<file path="src/rtl/dma_descriptor_queue_pkg.sv">
// Shared constants for the DMA descriptor queue: register map, status/control bits, FSM encoding, descriptor layout.
// No logic and no latency; no handshake of its own.
package dma_queue_pkg;

    localparam int DESC_W = 62;

    localparam logic [1:0] REG_TARGET = 2'd0;
    localparam logic [1:0] REG_RDADDR = 2'd1;
    localparam logic [1:0] REG_LEN    = 2'd2;
    localparam logic [1:0] REG_CTRL   = 2'd3;

    localparam int ST_BUSY     = 8;
    localparam int ST_ERR      = 9;
    localparam int ST_OVF      = 10;
    localparam int ST_EN       = 11;
    localparam int ST_IRQEN    = 12;
    localparam int ST_DONE_LSB = 16;

    localparam int CTL_EN    = 0;
    localparam int CTL_ABORT = 1;
    localparam int CTL_IRQEN = 2;
    localparam int CTL_CLR   = 3;

    localparam int WAIT_START_CYCLES = 4;

    typedef enum logic [2:0] {
        S_IDLE,
        S_LAUNCH,
        S_WAIT_START,
        S_BUSY,
        S_CHECK,
        S_HALT
    } dma_state_e;

    typedef struct packed {
        logic [31:0] target;
        logic [19:0] rd_addr;
        logic [9:0]  len;
    } desc_t;

endpackage

</file>
<file path="src/rtl/dma_descriptor_queue_if.sv">
// Wishbone classic slave bundle for the descriptor queue register port.
// Single-cycle registered ack; no wait states, err/rty never raised.
interface dma_descriptor_queue_if;
    logic        wbs_cyc_i;
    logic        wbs_stb_i;
    logic        wbs_we_i;
    logic [3:0]  wbs_adr_i;
    logic [31:0] wbs_dat_i;
    logic [31:0] wbs_dat_o;
    logic        wbs_ack_o;
    logic        wbs_err_o;
    logic        wbs_rty_o;

    modport master (
        output wbs_cyc_i, wbs_stb_i, wbs_we_i, wbs_adr_i, wbs_dat_i,
        input  wbs_dat_o, wbs_ack_o, wbs_err_o, wbs_rty_o
    );

    modport slave (
        input  wbs_cyc_i, wbs_stb_i, wbs_we_i, wbs_adr_i, wbs_dat_i,
        output wbs_dat_o, wbs_ack_o, wbs_err_o, wbs_rty_o
    );
endinterface

</file>
<file path="src/rtl/dma_descriptor_queue_fifo.sv">
// First-word-fall-through descriptor FIFO with occupancy count and flush.
// Head visible combinationally; a push while full is refused unless a pop happens the same cycle.
module desc_fifo
    import dma_queue_pkg::*;
#(
    parameter int DEPTH = 4,
    parameter int W     = DESC_W
) (
    input  logic                   clk_i,
    input  logic                   rst_i,
    input  logic                   push_i,
    input  logic                   pop_i,
    input  logic                   flush_i,
    input  logic [W-1:0]           dat_i,
    output logic [W-1:0]           dat_o,
    output logic [$clog2(DEPTH):0] count_o,
    output logic                   full_o,
    output logic                   empty_o
);
    localparam int AW = $clog2(DEPTH);

    logic [W-1:0]  mem_q [DEPTH];
    logic [AW-1:0] wp_q, rp_q;
    logic [AW:0]   cnt_q;
    logic          do_push, do_pop;

    assign empty_o = (cnt_q == '0);
    assign full_o  = (cnt_q == (AW+1)'(DEPTH));
    assign do_pop  = pop_i & ~empty_o & ~flush_i;
    assign do_push = push_i & ~flush_i & (~full_o | do_pop);
    assign dat_o   = mem_q[rp_q];
    assign count_o = cnt_q;

    always_ff @(posedge clk_i) begin
        if (do_push) begin
            mem_q[wp_q] <= dat_i;
        end
    end

    always_ff @(posedge clk_i or posedge rst_i) begin
        if (rst_i) begin
            wp_q  <= '0;
            rp_q  <= '0;
            cnt_q <= '0;
        end else if (flush_i) begin
            wp_q  <= '0;
            rp_q  <= '0;
            cnt_q <= '0;
        end else begin
            if (do_push) wp_q <= wp_q + AW'(1);
            if (do_pop)  rp_q <= rp_q + AW'(1);
            cnt_q <= cnt_q + {{AW{1'b0}}, do_push} - {{AW{1'b0}}, do_pop};
        end
    end
endmodule

</file>
<file path="src/rtl/dma_descriptor_queue.sv">
// Wishbone-programmed descriptor queue feeding a DMA engine: one launch per descriptor, status/irq tracking.
// Ack one cycle after strobe; launch two cycles after enable with a non-empty queue; pushes into a full queue are dropped.
module dma_descriptor_queue
    import dma_queue_pkg::*;
#(
    parameter int QDEPTH = 4
) (
    input  logic                  clk_i,
    input  logic                  rst_i,
    dma_descriptor_queue_if.slave wbs,
    output logic [31:0]           target_begin_address,
    output logic [19:0]           rd_address,
    output logic [9:0]            transfer_length,
    output logic                  begin_dma,
    output logic                  abort_dma,
    input  logic                  dma_active,
    input  logic                  dma_complete_ok,
    input  logic                  dma_err,
    output logic                  irq_o
);
    localparam int CW = $clog2(QDEPTH) + 1;

    dma_state_e  state_q, state_d;
    logic [1:0]  wcnt_q, wcnt_d;
    logic        ack_q, abort_q, en_q, irqen_q, err_q, ovf_q;
    logic [31:0] rdat_q, tgt_q;
    logic [19:0] rda_q;
    logic [9:0]  len_q;
    logic [7:0]  done_q;
    desc_t       desc_q, fifo_dout;

    logic          acc, wr, push, ctrl_wr, abort_req, clr_req, ovf_set;
    logic          pop, fsm_err, fsm_ok, fsm_dis, busy;
    logic          fifo_full, fifo_empty;
    logic [CW-1:0] fifo_count;
    logic [1:0]    sel;
    logic [31:0]   status, rd_mux;
    logic          unused_adr;

    assign sel        = wbs.wbs_adr_i[3:2];
    assign unused_adr = ^wbs.wbs_adr_i[1:0];
    assign acc        = wbs.wbs_cyc_i & wbs.wbs_stb_i & ~ack_q;
    assign wr         = acc & wbs.wbs_we_i;
    assign push       = wr && (sel == REG_LEN);
    assign ctrl_wr    = wr && (sel == REG_CTRL);
    assign abort_req  = ctrl_wr & wbs.wbs_dat_i[CTL_ABORT];
    assign clr_req    = ctrl_wr & wbs.wbs_dat_i[CTL_CLR];
    assign ovf_set    = push & fifo_full & ~pop & ~abort_req;

    desc_fifo #(.DEPTH(QDEPTH), .W(DESC_W)) u_fifo (
        .clk_i   (clk_i),
        .rst_i   (rst_i),
        .push_i  (push),
        .pop_i   (pop),
        .flush_i (abort_req),
        .dat_i   ({tgt_q, rda_q, wbs.wbs_dat_i[9:0]}),
        .dat_o   (fifo_dout),
        .count_o (fifo_count),
        .full_o  (fifo_full),
        .empty_o (fifo_empty)
    );

    assign busy   = (state_q != S_IDLE) && (state_q != S_HALT);
    assign status = {8'h00, done_q, 3'b000, irqen_q, en_q, ovf_q, err_q, busy, 3'b000, 5'(fifo_count)};

    always_comb begin
        rd_mux = status;
        case (sel)
            REG_TARGET: rd_mux = tgt_q;
            REG_RDADDR: rd_mux = {12'h000, rda_q};
            REG_LEN:    rd_mux = {22'h000000, len_q};
            default:    rd_mux = status;
        endcase
    end

    always_comb begin
        state_d = state_q;
        wcnt_d  = wcnt_q;
        pop     = 1'b0;
        fsm_err = 1'b0;
        fsm_ok  = 1'b0;
        fsm_dis = 1'b0;
        case (state_q)
            S_IDLE: if (en_q && !fifo_empty) begin
                pop     = 1'b1;
                state_d = S_LAUNCH;
            end
            S_LAUNCH: begin
                wcnt_d  = '0;
                state_d = S_WAIT_START;
            end
            S_WAIT_START: begin
                if (dma_active) begin
                    state_d = S_BUSY;
                end else if (wcnt_q == 2'(WAIT_START_CYCLES - 1)) begin
                    fsm_err = 1'b1;
                    state_d = S_HALT;
                end else begin
                    wcnt_d = wcnt_q + 2'd1;
                end
            end
            S_BUSY: if (!dma_active) state_d = S_CHECK;
            S_CHECK: begin
                if (dma_complete_ok && !dma_err) begin
                    fsm_ok  = 1'b1;
                    state_d = S_IDLE;
                end else begin
                    fsm_err = 1'b1;
                    fsm_dis = 1'b1;
                    state_d = S_HALT;
                end
            end
            S_HALT: if (clr_req) state_d = S_IDLE;
            default: state_d = S_IDLE;
        endcase
        // Abort wins over everything and leaves counters and stickies as they were.
        if (abort_req) begin
            state_d = S_IDLE;
            pop     = 1'b0;
            fsm_err = 1'b0;
            fsm_ok  = 1'b0;
            fsm_dis = 1'b0;
        end
    end

    always_ff @(posedge clk_i or posedge rst_i) begin
        if (rst_i) begin
            state_q <= S_IDLE;
            wcnt_q  <= '0;
            ack_q   <= 1'b0;
            abort_q <= 1'b0;
            rdat_q  <= '0;
            tgt_q   <= '0;
            rda_q   <= '0;
            len_q   <= '0;
            en_q    <= 1'b0;
            irqen_q <= 1'b0;
            err_q   <= 1'b0;
            ovf_q   <= 1'b0;
            done_q  <= '0;
            desc_q  <= '0;
        end else begin
            state_q <= state_d;
            wcnt_q  <= wcnt_d;
            ack_q   <= acc;
            abort_q <= abort_req;
            if (acc) rdat_q <= rd_mux;
            if (wr && sel == REG_TARGET) tgt_q <= wbs.wbs_dat_i;
            if (wr && sel == REG_RDADDR) rda_q <= wbs.wbs_dat_i[19:0];
            if (push) len_q <= wbs.wbs_dat_i[9:0];
            if (ctrl_wr) begin
                en_q    <= wbs.wbs_dat_i[CTL_EN];
                irqen_q <= wbs.wbs_dat_i[CTL_IRQEN];
            end
            if (fsm_dis) en_q <= 1'b0;
            if (pop) desc_q <= fifo_dout;
            if (clr_req) begin
                err_q  <= 1'b0;
                ovf_q  <= 1'b0;
                done_q <= '0;
            end else begin
                if (fsm_err) err_q <= 1'b1;
                if (ovf_set) ovf_q <= 1'b1;
                if (fsm_ok)  done_q <= done_q + 8'd1;
            end
        end
    end

    assign wbs.wbs_dat_o = rdat_q;
    assign wbs.wbs_ack_o = ack_q;
    assign wbs.wbs_err_o = 1'b0;
    assign wbs.wbs_rty_o = 1'b0;

    assign target_begin_address = desc_q.target;
    assign rd_address           = desc_q.rd_addr;
    assign transfer_length      = desc_q.len;
    assign begin_dma            = (state_q == S_LAUNCH);
    assign abort_dma            = abort_q;
    assign irq_o = (err_q | (fifo_empty & (state_q == S_IDLE) & (done_q != 8'd0))) & irqen_q;
endmodule

</file>
<file path="src/flat_wrapper.sv">
// flat-port wrapper written by rule: the top's interface ports become plain ports
module dma_descriptor_queue_flat import dma_queue_pkg::*;
#(
    parameter int QDEPTH = 4
)
  (clk_i, rst_i, target_begin_address, rd_address, transfer_length, begin_dma, abort_dma, dma_active, dma_complete_ok, dma_err, irq_o, wbs_wbs_cyc_i, wbs_wbs_stb_i, wbs_wbs_we_i, wbs_wbs_adr_i, wbs_wbs_dat_i, wbs_wbs_dat_o, wbs_wbs_ack_o, wbs_wbs_err_o, wbs_wbs_rty_o);
  dma_descriptor_queue_if wbs_i ();
  input  logic clk_i;
  input  logic rst_i;
  output logic [31:0] target_begin_address;
  output logic [19:0] rd_address;
  output logic [9:0] transfer_length;
  output logic begin_dma;
  output logic abort_dma;
  input  logic dma_active;
  input  logic dma_complete_ok;
  input  logic dma_err;
  output logic irq_o;
  input wire logic [$bits(wbs_i.wbs_cyc_i)-1:0] wbs_wbs_cyc_i;
  input wire logic [$bits(wbs_i.wbs_stb_i)-1:0] wbs_wbs_stb_i;
  input wire logic [$bits(wbs_i.wbs_we_i)-1:0] wbs_wbs_we_i;
  input wire logic [$bits(wbs_i.wbs_adr_i)-1:0] wbs_wbs_adr_i;
  input wire logic [$bits(wbs_i.wbs_dat_i)-1:0] wbs_wbs_dat_i;
  output wire logic [$bits(wbs_i.wbs_dat_o)-1:0] wbs_wbs_dat_o;
  output wire logic [$bits(wbs_i.wbs_ack_o)-1:0] wbs_wbs_ack_o;
  output wire logic [$bits(wbs_i.wbs_err_o)-1:0] wbs_wbs_err_o;
  output wire logic [$bits(wbs_i.wbs_rty_o)-1:0] wbs_wbs_rty_o;
  assign wbs_i.wbs_cyc_i = wbs_wbs_cyc_i;
  assign wbs_i.wbs_stb_i = wbs_wbs_stb_i;
  assign wbs_i.wbs_we_i = wbs_wbs_we_i;
  assign wbs_i.wbs_adr_i = wbs_wbs_adr_i;
  assign wbs_i.wbs_dat_i = wbs_wbs_dat_i;
  assign wbs_wbs_dat_o = wbs_i.wbs_dat_o;
  assign wbs_wbs_ack_o = wbs_i.wbs_ack_o;
  assign wbs_wbs_err_o = wbs_i.wbs_err_o;
  assign wbs_wbs_rty_o = wbs_i.wbs_rty_o;
  dma_descriptor_queue #(.QDEPTH(QDEPTH)) u_core (.clk_i(clk_i), .rst_i(rst_i), .wbs(wbs_i), .target_begin_address(target_begin_address), .rd_address(rd_address), .transfer_length(transfer_length), .begin_dma(begin_dma), .abort_dma(abort_dma), .dma_active(dma_active), .dma_complete_ok(dma_complete_ok), .dma_err(dma_err), .irq_o(irq_o));
endmodule
</file>
<file path="config.mk">
export PLATFORM = sky130hd
export DESIGN_NAME = dma_descriptor_queue_flat
export DESIGN_NICKNAME = d
export VERILOG_FILES = /design/src/rtl/dma_descriptor_queue_pkg.sv /design/src/rtl/dma_descriptor_queue_if.sv /design/src/rtl/dma_descriptor_queue_fifo.sv /design/src/rtl/dma_descriptor_queue.sv /design/src/flat_wrapper.sv
export SDC_FILE = /design/constraint.sdc
export NUM_CORES = 1
export LEC_CHECK = 0
export ABC_AREA = 0
export ABC_CLOCK_PERIOD_IN_PS = 16000
export CORE_ASPECT_RATIO = 0.6
export CORE_MARGIN = 2
export CORE_UTILIZATION = 30
export DETAILED_ROUTE_END_ITERATION = 10
export DONT_BUFFER_PORTS = 1
export GPL_ROUTABILITY_DRIVEN = 0
export PLACE_DENSITY = 0.53
export SLEW_MARGIN = 20
export SYNTH_ARGS = -nofsm -noshare
export SYNTH_HDL_FRONTEND = slang
export SYNTH_SLANG_ARGS = --single-unit
</file>
<file path="constraint.sdc">
create_clock -name clk_i -period 16 [get_ports clk_i]
set_input_delay 1.6 -clock clk_i [delete_from_list [all_inputs] [get_ports clk_i]]
set_output_delay 1.6 -clock clk_i [all_outputs]
set_load 0.01 [all_outputs]
</file>
==> impl_metrics.yaml, run 1 <==
placement:
  dp_cells: 1643
  dp_hpwl_mm: 24.4
  portBuffers: 0
timing:
  fin_skew_ps: 22.8
  max_clock_freq_ghz: 0.237
  drv_slew: 0
  min_period_over_period_pct: 26.4
  holdWs_ps: 507
  slew-limit-headroom_pct: 32.1
  rsz0062_at_grt: "no"
  tightest_slew_ps: 1020
  hold_viol_final: 0
  setup_violations: 0
  fin_crit_ps: 4220
  finalSetupTns_ps: 0
critical_path:
  worst-path-max-fanout: 5
  arrival_ps: 2620
  criticalPathCategory: "register to output port"
  required_ps: 14400
  reg2regPathDepth: 6
  start_kind: "register"
  worstSetupEndpointType: "output port"
die:
  die_y_um: 188
  rows: 67
  die_x_um: 311
  core_region_area_sq_um: 55800
  ios: 144
  die_area_sq_um: 58500
  start_util_pct: 30.4
power_and_ir_drop:
  p_per_area_nw_per_um2: 168
  power.leakage_uw: 0.00706
  irDropWorstVdd_mv: 0.0616
cts:
  htree_levels: 2
  cts_hold_buf: 0
  clk_latency_ps: 580
  clkSinkCount: 430
  clk_pin_slew_ps: 60
  cts_tree: "built"
  cts_setup_buffers: 0
  clockBufferDepth: 3
  post_cts_resized: 0
  cts_buffers: 44
  root_buffer: "clkbuf_16"
synth:
  yosys-top-cells-area: "edfxtp_1 (44%), dfrtp_1 (27%), mux4_2 (8.6%)"
  synth.top_cell.area_share_pct: 43.9
  postSynthAreaPerCell_sq_um: 18.4
  synthTopCellsByCount: "edfxtp_1 (248), dfrtp_1 (182), mux2_2 (70)"
  ys_types: 52
  synth_top_family_by_area: "multiplexers"
  synth-seq-area-share_pct: 70.8
  yosysWarnings: 0
  synth-xor-area-share_pct: 0.620
  synth_compound_area_share_pct: 2.17
  synth_edf_count: 248
  synth_mux_area_share_pct: 19.7
  synth_top_cell_by_area: "edfxtp_1"
  synth-seq-cells: 430
  yosys.area_share.simple_pct: 3.73
  synthAdderAreaFrac_pct: 0.782
  synth-async-reset-ratio_pct: 42.3
  yosysMostFrequentCell: "edfxtp_1"
  netlist_area_sq_um: 17000
  synthCells: 920
  synthFlopType: "edfxtp_1"
routing:
  drt_iter0_markers: 436
  wl_mm: 40.4
  first_pass_iters: 4
  drc: 0
  via_per_inst: 4.66
  ant_nets: 0
  vias: 8045
  wl_per_cell_um: 23.4
flow_run:
  drv_cap: 0
global_route:
  grt_pass1_vias: 8493
  grt_pass1_wl_mm: 59.8
  grt_max_degree: 67
  gr-total-overflow: 0
  grt_usage_pct: 14.0
  antenna_found_initial: 4
finish:
  final_cells: 1727
  drive_above_1_share_pct: 30.1
  post-route-util_pct: 34.2
  final_nets: 984
  area_growth_pct: 12.7
hold_path:
  min_path_cells: 1
  hold_path_class: "register to register"
status:
  status: "finished, final reports clean"
## cell usage in the layout, fill, tap and decap left out, types with 2 or more instances in the layout
cell type | Yosys | final
a21oi_1 | 23 | 23
a22oi_1 | 5 | 5
and2_1 | 5 | 5
and3_1 | 8 | 4
and3_4 | 1 | 5
buf_4 | 2 | 12
clkbuf_1 | 20 | 13
clkbuf_16 | 0 | 45
clkbuf_8 | 0 | 8
clkinv_1 | 1 | 4
clkinv_2 | 0 | 8
conb_1 | 1 | 2
dfrtp_1 | 182 | 180
dfrtp_4 | 0 | 2
diode_2 | 0 | 2
edfxtp_1 | 248 | 248
ha_1 | 9 | 9
inv_1 | 12 | 11
inv_6 | 0 | 3
inv_8 | 0 | 2
mux2_2 | 70 | 70
mux2_4 | 59 | 59
mux2i_1 | 17 | 17
mux4_2 | 65 | 65
nand2_1 | 49 | 49
nand2b_1 | 4 | 4
nand3_1 | 10 | 10
nand4_1 | 4 | 4
nor2_1 | 33 | 32
nor2b_1 | 2 | 2
nor3_1 | 2 | 2
o21ai_0 | 22 | 22
o31ai_1 | 5 | 5
or2_2 | 1 | 2
or4b_2 | 2 | 2
xnor2_1 | 3 | 3
xor2_1 | 9 | 9
## report_power, final
group | internal [uW] | switching, uW
clock | 559 | 433
sequential | 1370 | 266
combinational | 355 | 227
total | 2280 | 926
## routing by layer
| layer | wire length, um | share of wire (%) | global-route usage (%) | vias up |
|---|---|---|---|---|
| met4 | 654 | 1.6 | 3.25 | 0 |
| met5 | 0 | 0 | 0 | - |
| met3 | 2980 | 7.4 | 4.74 | 57 |
| li1 | - | - | - | 3525 |
| met1 | 18900 | 47 | 19.8 | 4290 |
| met2 | 17800 | 44 | 20.8 | 173 |
## worst paths after layout
kind	start	to	slack, ps
setup / recovery	u_core.done_q[0]	irq_o	11780
hold / removal	u_core.len_q[9]	u_core.len_q[9]	510
setup reg to reg	u_core.wbs.wbs_ack_o	u_core.tgt_q[24]	12640
hold reg to reg	u_core.len_q[9]	u_core.len_q[9]	510
max in group asynchronous	rst_i	u_core.u_fifo.rp_q[0]	13700
min in group asynchronous	rst_i	u_core.target_begin_address[16]	920
## critical path, cell delays in order (launching register included)
cell	delay [ps]
dfrtp_1	440
inv_1	80
ha_1	140
or4b_2	580
nor4_1	430
nor3b_1	120
o21a_1	260
## kinds of logic after synthesis
logic type	Yosys count
flops	430
mux	212
simple gates	131
compound gates	62
buf+inv	62
xor+xnor	12
fa+ha+maj	10
other cells	1
## metrics by stage
step           power [uW]  area, sq um  setup WS [ps]
6_report             3210        19100          11780
4_1_cts              3270        19100          11690
3_3_place_gp         2250        17700          11420
3_5_place_dp         2260        17700          11420
5_1_grt              3380        19100          11620
2_1_floorplan        2070        17000           9460
## cell type report
cell class / count / area (sq um)
Timing Repair Buffer: 12 / 90.1
Sequential cell: 430 / 12000
Inverter: 13 / 56.3
Multi-Input combinational cell: 429 / 4610
Tap cell: 759 / 950
Antenna cell: 2 / 5.00
Clock inverter: 16 / 97.6
Fill cell: 5331 / 36700
Clock buffer: 66 / 1280
## flip-flops by register name, summed over array words and instances, names as in the netlist, 2 cells and up
name,cells
u_core.done_q,8
u_core.len_q,10
u_core.rd_address,20
u_core.rda_q,20
u_core.state_q,3
u_core.target_begin_address,32
u_core.tgt_q,32
u_core.transfer_length,10
u_core.u_fifo.count_o,3
u_core.u_fifo.mem_q,248
u_core.u_fifo.rp_q,2
u_core.u_fifo.wp_q,2
u_core.wbs.wbs_dat_o,32
u_core.wcnt_q,2
No activity file was read; power rests on OpenSTA's default activity.
==> run 2, diff against run 1 <==
Settings changed: ABC_CLOCK_PERIOD_IN_PS 16000 to 3700, PLACE_DENSITY 0.53 to 0.54.
Clock period 16 ns to 3.7 ns, I/O delays scaled along.
==> run 2 against run 1 <==
Net effect:
- final cell count is 2.1% higher
- first-iteration DRC count is 32% higher
- combinational power grew to 4.4 times the previous value
- design area is 2.4% higher
- flip-flop and latch count stayed put
- count of clock-buffer cells in the layout is 10 lower
==> impl_metrics.yaml, run 2 (same netlist as run 1, synthesis figures left out) <==
status:
  status: "finished, final reports clean"
finish:
  final_nets: 1027
  final_cells: 1764
  final_cell_mix: "edfxtp_1 (248), dfrtp_1 (180), mux2_2 (70), mux4_2 (65), mux2_4 (59)"
  largest_reg_flops: 248
  final_common_cell: "edfxtp_1"
  area_growth_pct: 15.4
  final_area_sq_um: 19600
  drive_above_1_share_pct: 29.9
  regMostFlops: "u_core.u_fifo.mem_q"
  antennaDiodeCount: 0
  n_fill_cell: 5287
timing:
  tightest_slew_ps: 1110
  fin_crit_ps: 3010
  hold_viol_final: 0
  setup_violations: 0
  drv_slew: 0
  finalSetupTns_ps: 0
  min_period_over_period_pct: 81.3
  max_clock_freq_ghz: 0.332
  fin_skew_ps: 25.6
  rsz0062_at_grt: "no"
  slew-limit-headroom_pct: 25.7
routing:
  wl_mm: 39.9
  ant_nets: 0
  first_pass_iters: 5
  vias: 8176
  wl_per_cell_um: 22.6
  via_per_inst: 4.63
  drc: 0
  drt_iter0_markers: 574
power_and_ir_drop:
  irDropWorstVdd_mv: 0.326
  power.leakage_uw: 0.00724
  p_per_area_nw_per_um2: 711
die:
  die_y_um: 188
  rows: 67
  ios: 144
  die_area_sq_um: 58500
  die_x_um: 311
  core_region_area_sq_um: 55800
  start_util_pct: 30.4
cts:
  clockBufferDepth: 3
  htree_levels: 2
  root_buffer: "clkbuf_16"
  post_cts_resized: 0
  clkSinkCount: 430
  cts_buffers: 41
  clk_pin_slew_ps: 70
  cts_tree: "built"
  clk_latency_ps: 550
placement:
  portBuffers: 0
  post_dp_cell_area_sq_um: 17900
  dp_hpwl_mm: 25.3
  dp_cells: 1655
critical_path:
  reg2regPathDepth: 13
  required_ps: 4100
  rrSetupSlack_ps: 690
  r2r_start: "u_core.wbs.wbs_ack_o"
  criticalPathCategory: "register to register"
  worstSetupEndpointType: "register"
  arrival_ps: 3410
  worst-path-max-fanout: 7
  rr_endpoint: "u_core.u_fifo.count_o[2]"
  start_kind: "register"
global_route:
  grt_pass1_wl_mm: 59.4
  grt_max_degree: 72
  gr-total-overflow: 0
  grt_pass1_vias: 8644
  antenna_found_initial: 1
  grt_usage_pct: 13.7
hold_path:
  min_path_cells: 3
  hold_path_class: "input port to register"
  min-delay-start: "dma_active"
  hold_path_end: "u_core.state_q[2]"
flow_run:
  drv_cap: 0
run 2: changes by cell type in the layout (fill, tap and decap cells not counted), moves of 3 or more:
cell / delta
buf_12: +8
buf_4: +4
clkbuf_1: -4
clkbuf_16: -3
clkbuf_8: -3
clkinvlp_4: +5
dlygate4sd3_1: +34
run 2: worst max-delay path, cell delays in order (launching register included):
cell and delay [ps]:
dfrtp_1 420, and4b_1 450, nand2_1 250, a21oi_1 310, nor2_1 110, inv_1 80
ha_1 230, inv_1 60, ha_1 140, inv_1 50, fa_1 400, xor2_1 160
xnor2_1 160, nor2_1 50
run 2: routing by layer:
metal | vias to the layer above | track usage [%] | routed length, um
met1 | 4339 | 19.9 | 19100
met4 | 0 | 2.38 | 522
met3 | 48 | 4.08 | 2590
met5 | - | 0 | 0
li1 | 3602 | - | -
met2 | 187 | 20.5 | 17700
run 2: repair_timing:
action / 4_1_cts / 5_1_grt
setup endpoints to repair: 0 / 0
hold buffers: 34 / 0
hold endpoints to repair: 128 / 0
setup buffers: 0 / 0
run 2: worst max-delay path by stage:
stage                               startpoint                         to  slack [ps]  depth (start not counted)
after floorplan               wbs_wbs_adr_i[3]  u_core.u_fifo.mem_q[0][0]         510                          6
after global placement    u_core.wbs.wbs_ack_o   u_core.u_fifo.count_o[2]         720                         13
after detailed placement  u_core.wbs.wbs_ack_o   u_core.u_fifo.count_o[2]         680                         13
after CTS                 u_core.wbs.wbs_ack_o   u_core.u_fifo.count_o[2]         640                         13
after global routing      u_core.wbs.wbs_ack_o   u_core.u_fifo.count_o[2]         400                         13
final                     u_core.wbs.wbs_ack_o   u_core.u_fifo.count_o[2]         690                         13
run 2: stage by stage:
stage / utilization, % / setup WS, ps / power [uW] / hold WS (ps)
2_1_floorplan: - / 511 / 8970 / 463
3_3_place_gp: 32.1 / 717 / 9810 / 374
3_5_place_dp: 32.1 / 685 / 9870 / 378
4_1_cts: 35.0 / 638 / 14100 / 36.8
5_1_grt: 35.0 / 397 / 14600 / 85.9
6_report: 35.0 / 691 / 13900 / 72.2
run 2: final cells by class:
cell class                      instances  area, sq um  share of cell area [%]
Clock inverter                         19          166                   0.850
Clock buffer                           56         1150                    5.90
Tap cell                              759          950                    4.85
Inverter                               13         52.6                   0.269
Sequential cell                       430        12000                    61.4
Timing Repair Buffer                   58          621                    3.17
Multi-Input combinational cell        429         4610                    23.6
run 2: power by group:
group	switching (uW)	internal, uW
Clock	1820	2340
Sequential	1260	5920
Combinational	960	1600
==> run 3, diff against run 2 <==
Settings changed: ABC_AREA 0 to 1, ABC_CLOCK_PERIOD_IN_PS 3700 to 2700.
Clock period 3.7 ns to 2.7 ns, I/O delays scaled along.
==> run 3 against run 2 <==
Net effect:
- register-to-register slack got worse by 480 ps
- clock power is 45% higher
- worst setup slack got worse by 480 ps
- critical endpoint is now u_core.u_fifo.count_o[1]
- die area about the same
- critical path type unchanged
- first-iteration DRC count up 40%
- combinational power grew 58%
- fmax increased by 21%
==> impl_metrics.yaml, run 3 <==
timing:
  hold_viol_final: 0
  min_period_over_period_pct: 92.1
  setup_ws_ps: 212
  fin_crit_ps: 2490
  fin_skew_ps: 22.6
  slew-limit-headroom_pct: 45.7
  drv_slew: 0
  tightest_slew_ps: 815
  rsz0062_at_grt: "no"
  max_clock_freq_ghz: 0.402
  setup_violations: 0
power_and_ir_drop:
  p_total_uw: 19500
  p_per_area_nw_per_um2: 994
  p_sw_share_pct: 33.7
  clkPwrFrac_pct: 30.9
  power_switching_uw: 6580
  power.leakage_uw: 0.00786
  irDropWorstVdd_mv: 0.399
  seqPwrFrac_pct: 48.4
  p_int_uw: 13000
  combPwrFrac_pct: 20.7
finish:
  antennaDiodeCount: 0
  final_cell_mix: "nand2_1 (369), edfxtp_1 (248), o21ai_0 (197), dfrtp_1 (180), nor2_1 (153)"
  largest_reg_flops: 248
  final_nets: 1578
  final_cells: 2318
  final_area_sq_um: 19700
  area_growth_pct: 16.1
  final_common_cell: "nand2_1"
  drive_above_1_share_pct: 8.60
  regMostFlops: "u_core.u_fifo.mem_q"
placement:
  post_dp_cell_area_sq_um: 17900
  dp_hpwl_mm: 27.8
  portBuffers: 0
  place_ws_ps: 222
  dp_cells: 2203
synth:
  yosysMostFrequentCell: "nand2_1"
  synth_top_cell_by_area: "edfxtp_1"
  synthFlopType: "edfxtp_1"
  synth.top_cell.area_share_pct: 43.9
  synthTopCellsByCount: "nand2_1 (369), edfxtp_1 (248), o21ai_0 (197)"
  postSynthAreaPerCell_sq_um: 11.4
  ys_types: 40
  synthCells: 1481
  netlist_area_sq_um: 16900
  synth-seq-area-share_pct: 70.8
  synth_edf_count: 248
  yosysWarnings: 0
  synth-async-reset-ratio_pct: 42.3
  synth-seq-cells: 430
  yosys-top-cells-area: "edfxtp_1 (44%), dfrtp_1 (27%), nand2_1 (8.2%)"
global_route:
  grt_pass1_wl_mm: 69.7
  grt_max_degree: 72
  grt_usage_pct: 15.6
  antenna_found_initial: 0
  gr-total-overflow: 0
  grt_pass1_vias: 10800
routing:
  first_pass_iters: 5
  via_per_inst: 4.71
  ant_nets: 0
  wl_mm: 45.4
  drc: 0
  vias: 10900
  wl_per_cell_um: 19.6
  drt_iter0_markers: 802
cts:
  clk_pin_slew_ps: 60
  clockBufferDepth: 3
  htree_levels: 2
  cts_buffers: 44
  cts_tree: "built"
  cts_setup_buffers: 0
  root_buffer: "clkbuf_16"
  clkSinkCount: 430
  clk_latency_ps: 580
hold_path:
  hold_path_end: "u_core.irqen_q"
  min_path_cells: 4
  min-delay-start: "wbs_wbs_we_i"
  hold_path_class: "input port to register"
critical_path:
  reg2regPathDepth: 13
  rr_endpoint: "u_core.u_fifo.count_o[1]"
  criticalPathCategory: "register to register"
  arrival_ps: 3010
  required_ps: 3220
  r2r_start: "u_core.state_q[1]"
  worst-path-max-fanout: 6
  start_kind: "register"
  worstSetupEndpointType: "register"
  rrSetupSlack_ps: 210
die:
  core_region_area_sq_um: 55800
  start_util_pct: 30.4
  rows: 67
  die_area_sq_um: 58500
  die_y_um: 188
  ios: 144
  die_x_um: 311
flow_run:
  drv_cap: 0
status:
  status: "finished, final reports clean"
run 3: cell count changes after synthesis, sizes merged, moves of 9 or more:
cell / change
nand3: +26
mux2: -117
nand2: +323
nor2: +127
inv: +58
o21ai: +175
mux4: -66
o22ai: +65
clkbuf: +21
buf: +10
mux2i: -16
a21oi: -14
and3: -9
run 3: kinds of logic (layout without fill, tap and decap cells):
group | after synthesis | count (layout) | synth area share (%)
buffers and inverters | 151 | 228 | 4.05
multiplexers | 13 | 13 | 1.08
adder cells (fa/ha/maj) | 10 | 10 | 0.783
XOR/XNOR | 5 | 5 | 0.258
AO/OA/AOI/OAI | 290 | 290 | 9.32
AND/OR/NAND/NOR | 581 | 581 | 13.7
flip-flops | 430 | 430 | 70.8
other | 1 | 2 | 0.0221
run 3: per-stage QoR:
stage	setup TNS, ps	util [%]	hold WS, ps
after floorplan	-365850	-	369
after global placement	0	32.1	210
after detailed placement	0	32.1	218
after CTS	0	35.2	25.7
after global routing	0	35.2	50.8
final	0	35.2	49.2
run 3: worst max path at each step:
| stage | start | end | depth (start not counted) |
|---|---|---|---|
| floorplan | u_core.state_q[0] | u_core.u_fifo.mem_q[0][0] | 7 |
| global placement | u_core.state_q[1] | u_core.u_fifo.count_o[1] | 13 |
| detailed placement | u_core.state_q[1] | u_core.u_fifo.count_o[1] | 13 |
| CTS | u_core.state_q[1] | irq_o | 7 |
| global route | u_core.state_q[0] | u_core.u_fifo.count_o[1] | 13 |
| finish | u_core.state_q[1] | u_core.u_fifo.count_o[1] | 13 |
run 3: final cells by class:
| class | instances | area (sq um) |
|---|---|---|
| fill | 5521 | 36200 |
| tap | 759 | 950 |
| multi-input combinational | 901 | 4290 |
| timing repair buffer | 76 | 743 |
| clock inverter | 18 | 175 |
| sequential | 430 | 12000 |
| inverter | 71 | 275 |
| clock buffer | 63 | 1220 |
run 3: power by group through the flow:
stage          Combinational, uW  Sequential [uW]  Clock [uW]
2_1_floorplan               2970             9110           0
3_3_place_gp                4000             9580           0
3_5_place_dp                4050             9620           0
4_1_cts                     4130             9500        6200
5_1_grt                     4690             9620        6450
6_report                    4050             9450        6040
run 3: layer usage:
layer,track usage (%),wire length (um),vias up
met5,0,0,-
met4,4.87,1050,0
met3,4.49,2780,60
met2,23.6,20000,208
met1,21.8,21600,5484
li1,-,-,5164
run 3: what timing repair did:
item	CTS	global route
hold buffers	34	0
setup endpoints to repair	0	1
hold endpoints to repair	118	0
gates resized for setup	0	1
run 3: worst max-delay path, cell delays in order, from the launching register on:
cell     delay [ps]
dfrtp_1         420
nor2_1          150
nand2_1         140
nor2_4          170
nand2_4          90
nand2_1          70
nand2_2          50
ha_1            270
inv_1            40
ha_1            190
inv_1            80
fa_1            400
or2_2           300
inv_1            50
